--- src/rtl/id_ex_issue.sv ---
`default_nettype none
// ============================================================================
//  Module   : id_ex_issue
//  Purpose  : ID/EX issue register. Captures a decoded instruction into the
//             execute stage, resolves source operands (forwarding from EX,
//             MEM and WB when FORWARD_EN is defined), and detects the hazards
//             that must hold decode back for a cycle.
//  Config   : `define FORWARD_EN -> operand forwarding + load-use-only hazard.
//             Undefined (default) -> no forwarding; decode stalls while any
//             in-flight writer (EX, MEM, WB) targets one of its sources.
//  Ports    : clk, rst                      clock, sync active-high reset
//             id_valid, id_rs1/rs2/rd       decode instruction and registers
//             id_rs1_val/rs2_val/imm        register-file reads, immediate
//             id_use_imm                    b from immediate, rs2 unused
//             id_ALUOp/regwrite/memread     decoded controls
//             id_ready (out)                decode instruction accepted
//             flush, ex_stall               squash EX slot / hold EX slot
//             alu_out, mem_*, wb_*          forwarding sources
//             ex_valid, a, b, ALUOp, ex_rd,
//             ex_regwrite, ex_memread (out) registered execute-stage inputs
//  Revision : 1.0  initial release
// ============================================================================
module id_ex_issue #(
  parameter int DW = 32
) (
  input  logic          clk,
  input  logic          rst,
  input  logic          id_valid,
  input  logic [4:0]    id_rs1,
  input  logic [4:0]    id_rs2,
  input  logic [4:0]    id_rd,
  input  logic [DW-1:0] id_rs1_val,
  input  logic [DW-1:0] id_rs2_val,
  input  logic [DW-1:0] id_imm,
  input  logic          id_use_imm,
  input  logic [5:0]    id_ALUOp,
  input  logic          id_regwrite,
  input  logic          id_memread,
  output logic          id_ready,
  input  logic          flush,
  input  logic          ex_stall,
  input  logic [DW-1:0] alu_out,
  input  logic [4:0]    mem_rd,
  input  logic          mem_regwrite,
  input  logic [DW-1:0] mem_result,
  input  logic [4:0]    wb_rd,
  input  logic          wb_regwrite,
  input  logic [DW-1:0] wb_result,
  output logic          ex_valid,
  output logic [DW-1:0] a,
  output logic [DW-1:0] b,
  output logic [5:0]    ALUOp,
  output logic [4:0]    ex_rd,
  output logic          ex_regwrite,
  output logic          ex_memread
);

  logic          w_hazard;
  logic [DW-1:0] w_a_next;
  logic [DW-1:0] w_b_next;

`ifdef FORWARD_EN
  // EX can forward only a computed value; a load's data is not ready yet.
  logic w_ex_fwd_ok;
  logic w_rs1_ex, w_rs1_mem, w_rs1_wb;
  logic w_rs2_ex, w_rs2_mem, w_rs2_wb;

  assign w_ex_fwd_ok = ex_valid & ex_regwrite & ~ex_memread;

  assign w_rs1_ex  = (id_rs1 != 5'd0) & w_ex_fwd_ok  & (ex_rd  == id_rs1);
  assign w_rs1_mem = (id_rs1 != 5'd0) & mem_regwrite & (mem_rd == id_rs1);
  assign w_rs1_wb  = (id_rs1 != 5'd0) & wb_regwrite  & (wb_rd  == id_rs1);
  assign w_rs2_ex  = (id_rs2 != 5'd0) & w_ex_fwd_ok  & (ex_rd  == id_rs2);
  assign w_rs2_mem = (id_rs2 != 5'd0) & mem_regwrite & (mem_rd == id_rs2);
  assign w_rs2_wb  = (id_rs2 != 5'd0) & wb_regwrite  & (wb_rd  == id_rs2);

  // Youngest producer wins.
  always_comb begin
    w_a_next = id_rs1_val;
    if (w_rs1_ex)       w_a_next = alu_out;
    else if (w_rs1_mem) w_a_next = mem_result;
    else if (w_rs1_wb)  w_a_next = wb_result;

    w_b_next = id_rs2_val;
    if (id_use_imm)     w_b_next = id_imm;
    else if (w_rs2_ex)  w_b_next = alu_out;
    else if (w_rs2_mem) w_b_next = mem_result;
    else if (w_rs2_wb)  w_b_next = wb_result;
  end

  // Only a load in EX cannot be forwarded in time.
  assign w_hazard = id_valid & ex_valid & ex_memread & (ex_rd != 5'd0) &
                    ((ex_rd == id_rs1) | (~id_use_imm & (ex_rd == id_rs2)));
`else
  logic w_rs1_busy;
  logic w_rs2_busy;
  logic w_unused_fwd;

  // Any writer still in flight for a source register blocks issue until it
  // has retired, since the register file read would be stale.
  assign w_rs1_busy = (id_rs1 != 5'd0) &
                      ((ex_valid & ex_regwrite & (ex_rd == id_rs1)) |
                       (mem_regwrite & (mem_rd == id_rs1)) |
                       (wb_regwrite  & (wb_rd  == id_rs1)));
  assign w_rs2_busy = (id_rs2 != 5'd0) &
                      ((ex_valid & ex_regwrite & (ex_rd == id_rs2)) |
                       (mem_regwrite & (mem_rd == id_rs2)) |
                       (wb_regwrite  & (wb_rd  == id_rs2)));

  assign w_hazard = id_valid & (w_rs1_busy | (~id_use_imm & w_rs2_busy));

  assign w_a_next = id_rs1_val;
  assign w_b_next = id_use_imm ? id_imm : id_rs2_val;

  // Forwarded data buses are not consumed in this build.
  assign w_unused_fwd = ^{alu_out, mem_result, wb_result};
`endif

  // Flush takes the decode instruction (it is being squashed upstream too).
  assign id_ready = ~rst & (flush | (~ex_stall & ~w_hazard));

  always_ff @(posedge clk) begin
    if (rst || flush || (!ex_stall && (w_hazard || !id_valid))) begin
      ex_valid    <= 1'b0;
      a           <= '0;
      b           <= '0;
      ALUOp       <= '0;
      ex_rd       <= '0;
      ex_regwrite <= 1'b0;
      ex_memread  <= 1'b0;
    end else if (!ex_stall) begin
      ex_valid    <= 1'b1;
      a           <= w_a_next;
      b           <= w_b_next;
      ALUOp       <= id_ALUOp;
      ex_rd       <= id_rd;
      ex_regwrite <= id_regwrite;
      ex_memread  <= id_memread;
    end
  end

endmodule
`default_nettype wire

--- config.mk ---
export PLATFORM = sky130hd
export DESIGN_NAME = id_ex_issue
export DESIGN_NICKNAME = d
export VERILOG_FILES = /design/src/rtl/id_ex_issue.sv
export SDC_FILE = /design/constraint.sdc
export NUM_CORES = 1
export LEC_CHECK = 0
export CAP_MARGIN = 25
export CORE_AREA = 2 2 122 124
export CTS_CLUSTER_DIAMETER = 100
export DETAILED_ROUTE_END_ITERATION = 10
export DIE_AREA = 0 0 124 126
export PLACE_DENSITY = 0.78
export SLEW_MARGIN = 20
export SYNTH_ARGS = -nofsm -noshare
export SYNTH_HDL_FRONTEND = slang
export SYNTH_SLANG_ARGS = --single-unit
--- constraint.sdc ---
create_clock -name clk -period 2.4 [get_ports clk]
set_input_delay 0.48 -clock clk [delete_from_list [all_inputs] [get_ports clk]]
set_output_delay 0.48 -clock clk [all_outputs]
set_load 0.02 [all_outputs]
Yosys cells after proc, flatten, opt, wreduce, memory -nomap -nowiden
Index checks and enable logic that the tools add are counted.
- equal/unequal tests: 6
- muxes and demuxes: 1
- bitwise gates (word level): 23
- reduce and logical (&&, ||, !) cells: 8
- operator list (operator ; number):
    $mux W32 ; 1
    $eq A5 B5 Y1 ; 6
    $and A1 B1 Y1 ; 13
    $reduce_bool A5 Y1 ; 2
    $or A1 B1 Y1 ; 6
    $not A1 Y1 ; 4
    $logic_or A1 B1 Y1 ; 3
    $logic_not A1 Y1 ; 2
    $logic_and A1 B1 Y1 ; 1
- register bits after elaboration: 78
- input bits: 233
- output and inout bits: 79

Depth between registers and ports, before layout
Gate-level depths: netlist of run 1.
- word-level depth: 12
- depth in mapped cells: 7

Least setup slack after synthesis of run 1
OpenSTA, ideal clock, no wires.
- path kind: input -> output
- from: input port id_rs2[0]
- to: output port id_ready
- data arrival time: 2.313 ns
- path slack: -0.393 ns
- cell stages on the path: 6
- path buffers: 2
- cells stage by stage: or4_1 -> nor2_1 -> a311oi_1 -> buf_4 -> buf_4 -> o41ai_1
- word-level cells in the longest chain between the ends: 12
- ends and longest elaborated chain (element ; line ; source):
    start, declared ; 30 ; input logic [4:0] id_rs2,
    $eq A5 B5 Y1, on equally long branches ; 106, 107 ;
    $and A1 B1 Y1, on equally long branches ; 106, 107 ;
    $or A1 B1 Y1 ; 106 ; ((ex_valid & ex_regwrite & (ex_rd == id_rs2)) |
    $or A1 B1 Y1 ; 107 ; (mem_regwrite & (mem_rd == id_rs2)) |
    $and A1 B1 Y1 (*) ; 105 ; assign w_rs2_busy = (id_rs2 != 5'd0) &
    $and A1 B1 Y1 (*) ; 110 ; assign w_hazard = id_valid & (w_rs1_busy | (~id_use_imm & w_rs2_busy));
    $or A1 B1 Y1 (*) ; 110 ;
    $and A1 B1 Y1 (*) ; 110 ;
    $not A1 Y1 (*) ; 120 ; assign id_ready = ~rst & (flush | (~ex_stall & ~w_hazard));
    $and A1 B1 Y1 (*) ; 120 ;
    $or A1 B1 Y1 (*) ; 120 ;
    $and A1 B1 Y1 (*) ; 120 ;
    end, declared ; 39 ; output logic id_ready,
Mark *: on every way between the ends. The rest lies on a longest branch, timed or not.

Final worst setup path of run 1
- from: register ex_rd[3]
- to: output port id_ready
- word-level cells in the longest chain between the ends: 12
- ends and longest elaborated chain (element ; line ; source):
    start, declared ; 53 ; output logic [4:0] ex_rd,
    start signal, assigned ; 136 ; ex_rd <= id_rd;
    $eq A5 B5 Y1 ; 106 ;
    $and A1 B1 Y1 ; 106 ;
    $or A1 B1 Y1 ; 106 ;
    $or A1 B1 Y1 ; 107 ;
    $and A1 B1 Y1 ; 105 ;
    $and A1 B1 Y1 ; 110 ;
    $or A1 B1 Y1 (*) ; 110 ;
    $and A1 B1 Y1 (*) ; 110 ;
    $not A1 Y1 (*) ; 120 ;
    $and A1 B1 Y1 (*) ; 120 ;
    $or A1 B1 Y1 (*) ; 120 ;
    $and A1 B1 Y1 (*) ; 120 ;
Marked as above.

==> results.py, run 1 <==
metrics = {
    "timing": {
        "fin_skew_ns": 0.00740,
        "grt_setup_unrepaired": "true",
        "fin_crit_ns": 2.54,
        "report.final.slew_viol_count": 0,
        "fmax_mhz": 394,
        "post-route-period-util_pct": 106,
        "hold_viol": 0,
        "relSlewSlack_pct": 52.8,
        "timing.final.ws_setup_ns": -0.138,
        "whs_ns": 0.457,
        "tightest_slew_ns": 0.708,
        "setup_viol": 41,
    },
    "yosys": {
        "postSynthAreaPerCell_um2": 9.82,
        "syn_area_mm2": 0.00397,
        "synth.area.top_cells": "dfxtp_1 39%, o41ai_2 15%, a32o_1 8.1%",
        "ys_seq_elements": 78,
        "ys_warn_count": 0,
        "synth_top_area_cell": "dfxtp_1",
        "yosysTopAreaCellShare_pct": 39.4,
        "ys_types": 31,
        "synth-seq-area-share_pct": 39.4,
        "synth_fp_nets": 637,
        "postSynthCellCount": 404,
    },
    "routing": {
        "via_per_inst": 4.81,
        "ant_nets": 0,
        "drt_wl_total_um": 13300,
        "drc_errors": 0,
        "num_vias": 3993,
        "drtIter0Drc": 125,
        "dr.pass1.iters": 4,
        "wl_per_cell_um": 16.0,
    },
    "global_routing": {
        "grt_start_max_net_pins": 47,
        "grt_antenna_before_repair": 0,
        "first_global_vias": 3976,
        "overflow": 0,
        "grtUsageTotal_pct": 16.1,
        "grt_pass1_wl_um": 19800,
    },
    "power": {
        "p_leak_nw": 3.02,
        "max-vdd-ir-drop_uv": 268,
        "p_total_mw": 3.40,
        "power_density_mw_per_mm2": 485,
    },
    "clock_tree": {
        "path_clk_slew_ns": 0.06,
        "clock_latency_ns": 0.34,
        "cts_root_buffer": "clkbuf_16",
        "cts_buffers": 9,
        "cts_tree": "done",
        "htree_levels": 3,
        "clk_path_buf_depth": 2,
        "cts_sinks": 78,
    },
    "floorplan": {
        "fp.dieW_um": 124,
        "ioPinCount": 312,
        "die_y_um": 126,
        "row_count": 44,
        "die_area_mm2": 0.0156,
        "start_util_pct": 27.7,
        "core-area_mm2": 0.0143,
    },
    "place": {
        "dpl.hpwl_um": 9600,
        "port-buffer-count": 215,
        "place_congestion": 0.852,
    },
    "critical_path": {
        "cp_max_fo": 2,
        "worstReg2RegStart": "ex_rd[3]",
        "critPathKind": "reg2out",
        "cp-end-kind": "output port",
        "crit_path_start": "ex_rd[3]",
        "r2r_slack_ns": -0.04,
        "required_ns": 1.92,
        "crit_arrival_ns": 2.06,
        "start_kind": "register",
    },
    "layout": {
        "layout-drive-gt1-share_pct": 21.5,
        "num_antenna_cells": 0,
        "area_growth_pct": 76.8,
        "final_util_pct": 49.0,
        "nets": 875,
    },
    "min_path": {
        "hold_class": "reg2reg",
        "worstHoldStart": "ex_memread",
    },
    "run_status": {
        "violations": "setup timing",
        "status": "finished, violations left",
    },
    "flow_run": {
        "maxCapViolCount": 0,
    },
}
[registers in the layout, summed over array words and instances, names as in the netlist]
name / count
ex_valid: 1
ex_regwrite: 1
ALUOp: 6
a: 32
ex_memread: 1
ex_rd: 5
b: 32
[cell type report]
class	instances	area, µm²
clock buffers	11	253
repair buffers	264	2540
fillers	1278	7300
multi-input cells	244	2190
inverters	45	169
well taps	184	230
flip-flops and latches	78	1570
clock inverters	5	65.1
[placed cells by master (no fill, tap or decap), types with 2 or more instances in the layout]
cell type        Yosys  routed
clkdlybuf4s50_1      0     194
nor4_2               0       3
o41ai_1              9       8
o41ai_2             37      37
clkbuf_16            0      11
buf_4                4      41
mux2i_1             32      32
buf_6                4       4
clkdlybuf4s15_1      0       3
dfxtp_2              0       4
xnor2_1              6       5
clkbuf_8             0       2
buf_12               0       4
nor4_1               6       2
clkinv_4             0       3
nand2_1             46      46
buf_2                5       6
xor2_1              24      22
nor2_1              35      34
inv_1               45      45
clkbuf_2             0       8
a32o_1              32      32
dlygate4sd2_1        0       2
dfxtp_1             78      74
[cells in the mapped netlist]
| cell type | instances |
|---|---|
| inv_1 | 45 |
| nand3_1 | 2 |
| o21ai_1 | 1 |
| nor2_1 | 35 |
| o21a_1 | 1 |
| buf_1 | 2 |
| nand2_1 | 46 |
| clkbuf_1 | 22 |
| nand3b_1 | 1 |
| a311o_1 | 1 |
| a311oi_1 | 1 |
| and2_1 | 1 |
| mux2i_1 | 32 |
| o41ai_2 | 37 |
| nand4_1 | 1 |
| or4_1 | 2 |
| and3_1 | 1 |
| nand4b_1 | 1 |
| o41ai_1 | 9 |
| o21bai_1 | 1 |
| a32oi_1 | 1 |
| buf_2 | 5 |
| buf_6 | 4 |
| buf_4 | 4 |
| xor2_1 | 24 |
| xnor2_1 | 6 |
| o31ai_1 | 1 |
| dfxtp_1 | 78 |
| a32o_1 | 32 |
| nor2_2 | 1 |
| nor4_1 | 6 |
[report_power, final]
part | internal, mW | switching, mW
registers | 1.32 | 0.0166
logic | 0.356 | 0.263
clock network | 0.872 | 0.570
[path summary, 6_finish.rpt]
path           endpoint  depth (start not counted)
min          ex_memread                          2
max            id_ready                          6
min reg2reg  ex_memread                          2
max reg2reg       a[14]                          6
[through the flow]
step | setup TNS, ns | cells | setup slack (ns) | cell area (µm²)
after floorplan | -0.0228 | 404 | -0.0228 | 3990
after global placement | -46.39 | 805 | -0.932 | 6550
after detailed placement | -49.33 | 805 | -0.946 | 6550
after CTS | -0.583 | 827 | -0.137 | 6910
after global routing | -5.63 | 831 | -0.202 | 7010
final | -1.18 | 831 | -0.138 | 7010
[layer usage]
metal	global-route usage [%]	share of wire, %	vias to the layer above
met4	5.82	1.6	0
li1	-	-	1927
met5	0	0	-
met2	27.4	48	170
met3	4.98	8.4	15
met1	19.0	42	1881
[kinds of logic (layout without fill, tap and decap cells)]
kind of cell | count (synthesis) | count (layout) | synth area share, %
AND/OR/NAND/NOR | 97 | 97 | 10.3
flip-flops | 78 | 78 | 39.4
XOR/XNOR | 30 | 30 | 6.62
buffers and inverters | 82 | 325 | 9.05
AO/OA/AOI/OAI | 85 | 85 | 26.6
multiplexers | 32 | 32 | 8.07
[what timing repair did]
action                     4_1_cts  5_1_grt
pin swaps                       12       15
setup endpoints to repair       79       55
gates resized for setup         56       31
setup buffers                    6        4
gates cloned                     0        2
hold buffers                     0        0
[critical path, stage by stage, from the launching register on]
cell,delay (ns)
dfxtp_2,0.33
xor2_1,0.15
nor4_1,0.33
nand4_1,0.22
a311oi_4,0.42
o41ai_4,0.09
buf_4,0.17
(Power assumes the default switching activity.)
==> inputs of run 2 (changes only) <==
--- a/config.mk
+++ b/config.mk
@@ -7,10 +7,10 @@
 export LEC_CHECK = 0
 export CAP_MARGIN = 25
 export CORE_AREA = 2 2 122 124
-export CTS_CLUSTER_DIAMETER = 100
 export DETAILED_ROUTE_END_ITERATION = 10
 export DIE_AREA = 0 0 124 126
-export PLACE_DENSITY = 0.78
+export GPL_TIMING_DRIVEN = 0
+export PLACE_DENSITY = 0.67
 export SLEW_MARGIN = 20
 export SYNTH_ARGS = -nofsm -noshare
 export SYNTH_HDL_FRONTEND = slang
==> run 2 against run 1 <==
Critical path type unchanged. The run still ends with setup timing left. Core utilization barely moved. Clock power rose by 11%. Sequential power barely moved. Sequential share of layout area rose by 0.079 points. Fmax rose by 0.75%. Count of clock-buffer cells in the layout rose by 2. Largest power group unchanged. Routed wire length rose by 3.8%.
==> results.py, run 2 (same netlist as run 1, synthesis figures left out) <==
metrics = {
    "run_status": {
        "status": "finished, violations left",
        "violations": "setup timing",
    },
    "global_routing": {
        "grt_antenna_before_repair": 0,
        "grtUsageTotal_pct": 17.6,
        "first_global_vias": 4292,
        "overflow": 0,
        "grt_pass1_wl_um": 21200,
        "grt_start_max_net_pins": 13,
    },
    "layout": {
        "layout-drive-gt1-share_pct": 20.5,
        "nets": 891,
        "final_common_cell": "clkdlybuf4s50_1",
        "layout_common_cells": "193 x clkdlybuf4s50_1, 74 x dfxtp_1, 46 x nand2_1",
        "fill_cells": 1363,
        "final_area_mm2": 0.00701,
        "top_regs": "a: 32 flops, b: 32 flops, ALUOp: 6 flops",
        "num_antenna_cells": 0,
        "ff_latch_area_mm2": 0.00157,
        "multi_input_area_mm2": 0.00213,
        "area_growth_pct": 76.7,
    },
    "clock_tree": {
        "cts_root_buffer": "clkbuf_16",
        "clock_latency_ns": 0.34,
        "clk_path_buf_depth": 2,
        "path_clk_slew_ns": 0.06,
        "cts_buffers": 9,
        "htree_levels": 3,
        "cts_hold_buf": 0,
        "cts_tree": "done",
        "cts_sinks": 78,
    },
    "critical_path": {
        "cp_max_fo": 4,
        "crit_chain": "xor2_1, nor4_1, nand4_1, a311oi_2, buf_4, o41ai_4, buf_4",
        "r2r_slack_ns": 0.12,
        "slowest_delay_ns": 0.35,
        "critPathKind": "reg2out",
        "required_ns": 1.92,
        "start_kind": "register",
        "cp-end-kind": "output port",
        "cpMaxStageDelayCell": "dfxtp_2",
        "reg2reg_depth": 8,
        "reg2reg_to": "b[7]",
        "crit_arrival_ns": 2.04,
        "cpMostUsedCell": "buf_4",
        "crit_path_start": "ex_rd[3]",
        "worstReg2RegStart": "ex_rd[3]",
    },
    "place": {
        "port-buffer-count": 214,
        "place_congestion": 0.831,
        "placed_cell_area_mm2": 0.00636,
        "dpl.hpwl_um": 10600,
    },
    "timing": {
        "fmax_mhz": 397,
        "post-route-period-util_pct": 105,
        "setup_viol": 1,
        "fin_crit_ns": 2.52,
        "relSlewSlack_pct": 50.5,
        "tightest_slew_ns": 0.743,
        "timing.final.ws_setup_ns": -0.119,
        "hold_viol": 0,
        "fin_skew_ns": 0.00778,
        "report.final.slew_viol_count": 0,
        "setup_tns_ns": -0.119,
        "grt_setup_unrepaired": "true",
    },
    "power": {
        "p_total_mw": 3.54,
        "max-vdd-ir-drop_uv": 355,
        "p_leak_nw": 3.02,
        "power_density_mw_per_mm2": 505,
    },
    "flow_run": {
        "maxCapViolCount": 0,
    },
    "routing": {
        "ant_nets": 0,
        "top_layer_used": "met4",
        "drt_wl_total_um": 13800,
        "wl_per_cell_um": 16.3,
        "drc_errors": 0,
        "dr_wl_met2_um": 6980,
        "drt-met1-wl_um": 5340,
        "dr.pass1.iters": 4,
        "wl_met3_um": 1120,
        "via_per_inst": 4.80,
        "drtIter0Drc": 116,
        "num_vias": 4067,
    },
    "floorplan": {
        "die_area_mm2": 0.0156,
        "start_util_pct": 27.7,
        "core-area_mm2": 0.0143,
        "fp.dieW_um": 124,
        "die_y_um": 126,
        "row_count": 44,
        "ioPinCount": 312,
    },
    "min_path": {
        "hold_class": "reg2reg",
        "hold_end": "ALUOp[5]",
        "hold_path_depth": 2,
        "worstHoldStart": "ALUOp[5]",
    },
}
run 2: cell count changes in the layout (fill, tap and decap cells not counted), moves of 3 or more:
cell and change:
clkinv_4 -3, clkdlybuf4s15_1 -3, clkbuf_1 +16, buf_8 +3, buf_4 -7, buf_2 +5, buf_12 -4
run 2: how the worst max path moves through the flow:
stage | slack (ns) | depth (start not counted) | to
after floorplan | -0.02 | 6 | id_ready
after global placement | -1.24 | 9 | id_ready
after detailed placement | -1.29 | 9 | id_ready
after CTS | -0.22 | 8 | id_ready
after global routing | -0.24 | 8 | id_ready
final | -0.12 | 7 | id_ready
run 2: stage by stage:
stage | utilization (%) | hold slack, ns | setup slack (ns) | cells
finish | 49.0 | 0.452 | -0.119 | 847
global route | 49.0 | 0.470 | -0.241 | 847
CTS | 48.6 | 0.454 | -0.220 | 842
detailed placement | 44.4 | 0.439 | -1.29 | 802
global placement | 44.4 | 0.431 | -1.24 | 802
floorplan | - | 0.533 | -0.0228 | 404
run 2: layer usage:
layer	global-route usage [%]	vias up
met2	31.4	166
met3	5.03	26
met1	18.7	1920
met4	8.72	0
li1	-	1955
met5	0	-
run 2: area by class of cell:
type | instances | area share, %
Buffer | 36 | 3.25
Tap cell | 184 | 3.28
Clock buffer | 13 | 3.71
Inverter | 45 | 2.41
Clock inverter | 3 | 1.28
Sequential cell | 78 | 22.4
Multi-Input combinational cell | 244 | 30.4
Timing Repair Buffer | 244 | 33.2
run 2: worst max-delay path: cells and delay by family, from the launching register on:
kind            cells  cell delay, ns
compound gates      2            0.34
xor+xnor            1            0.16
flops               1            0.35
buf+inv             2            0.36
simple gates        2            0.49
run 2: what timing repair did:
action                     CTS  global route
pin swaps                   17            18
setup endpoints to repair   61            51
hold endpoints to repair     0             0
buffers inserted            23             6
gates resized for setup     96            26
cloned                       1             1
run 2: power breakdown:
part / switching [mW] / internal (mW)
Sequential: 0.0182 / 1.32
Combinational: 0.255 / 0.343
Clock: 0.529 / 1.07
Total: 0.802 / 2.74
==> inputs of run 3 (changes only) <==
--- a/config.mk
+++ b/config.mk
@@ -11,7 +11,6 @@
 export DIE_AREA = 0 0 124 126
 export GPL_TIMING_DRIVEN = 0
 export PLACE_DENSITY = 0.67
-export SLEW_MARGIN = 20
 export SYNTH_ARGS = -nofsm -noshare
 export SYNTH_HDL_FRONTEND = slang
 export SYNTH_SLANG_ARGS = --single-unit
==> results of run 3 <==
Final layout, timing and power as in run 2 (identical DEF).
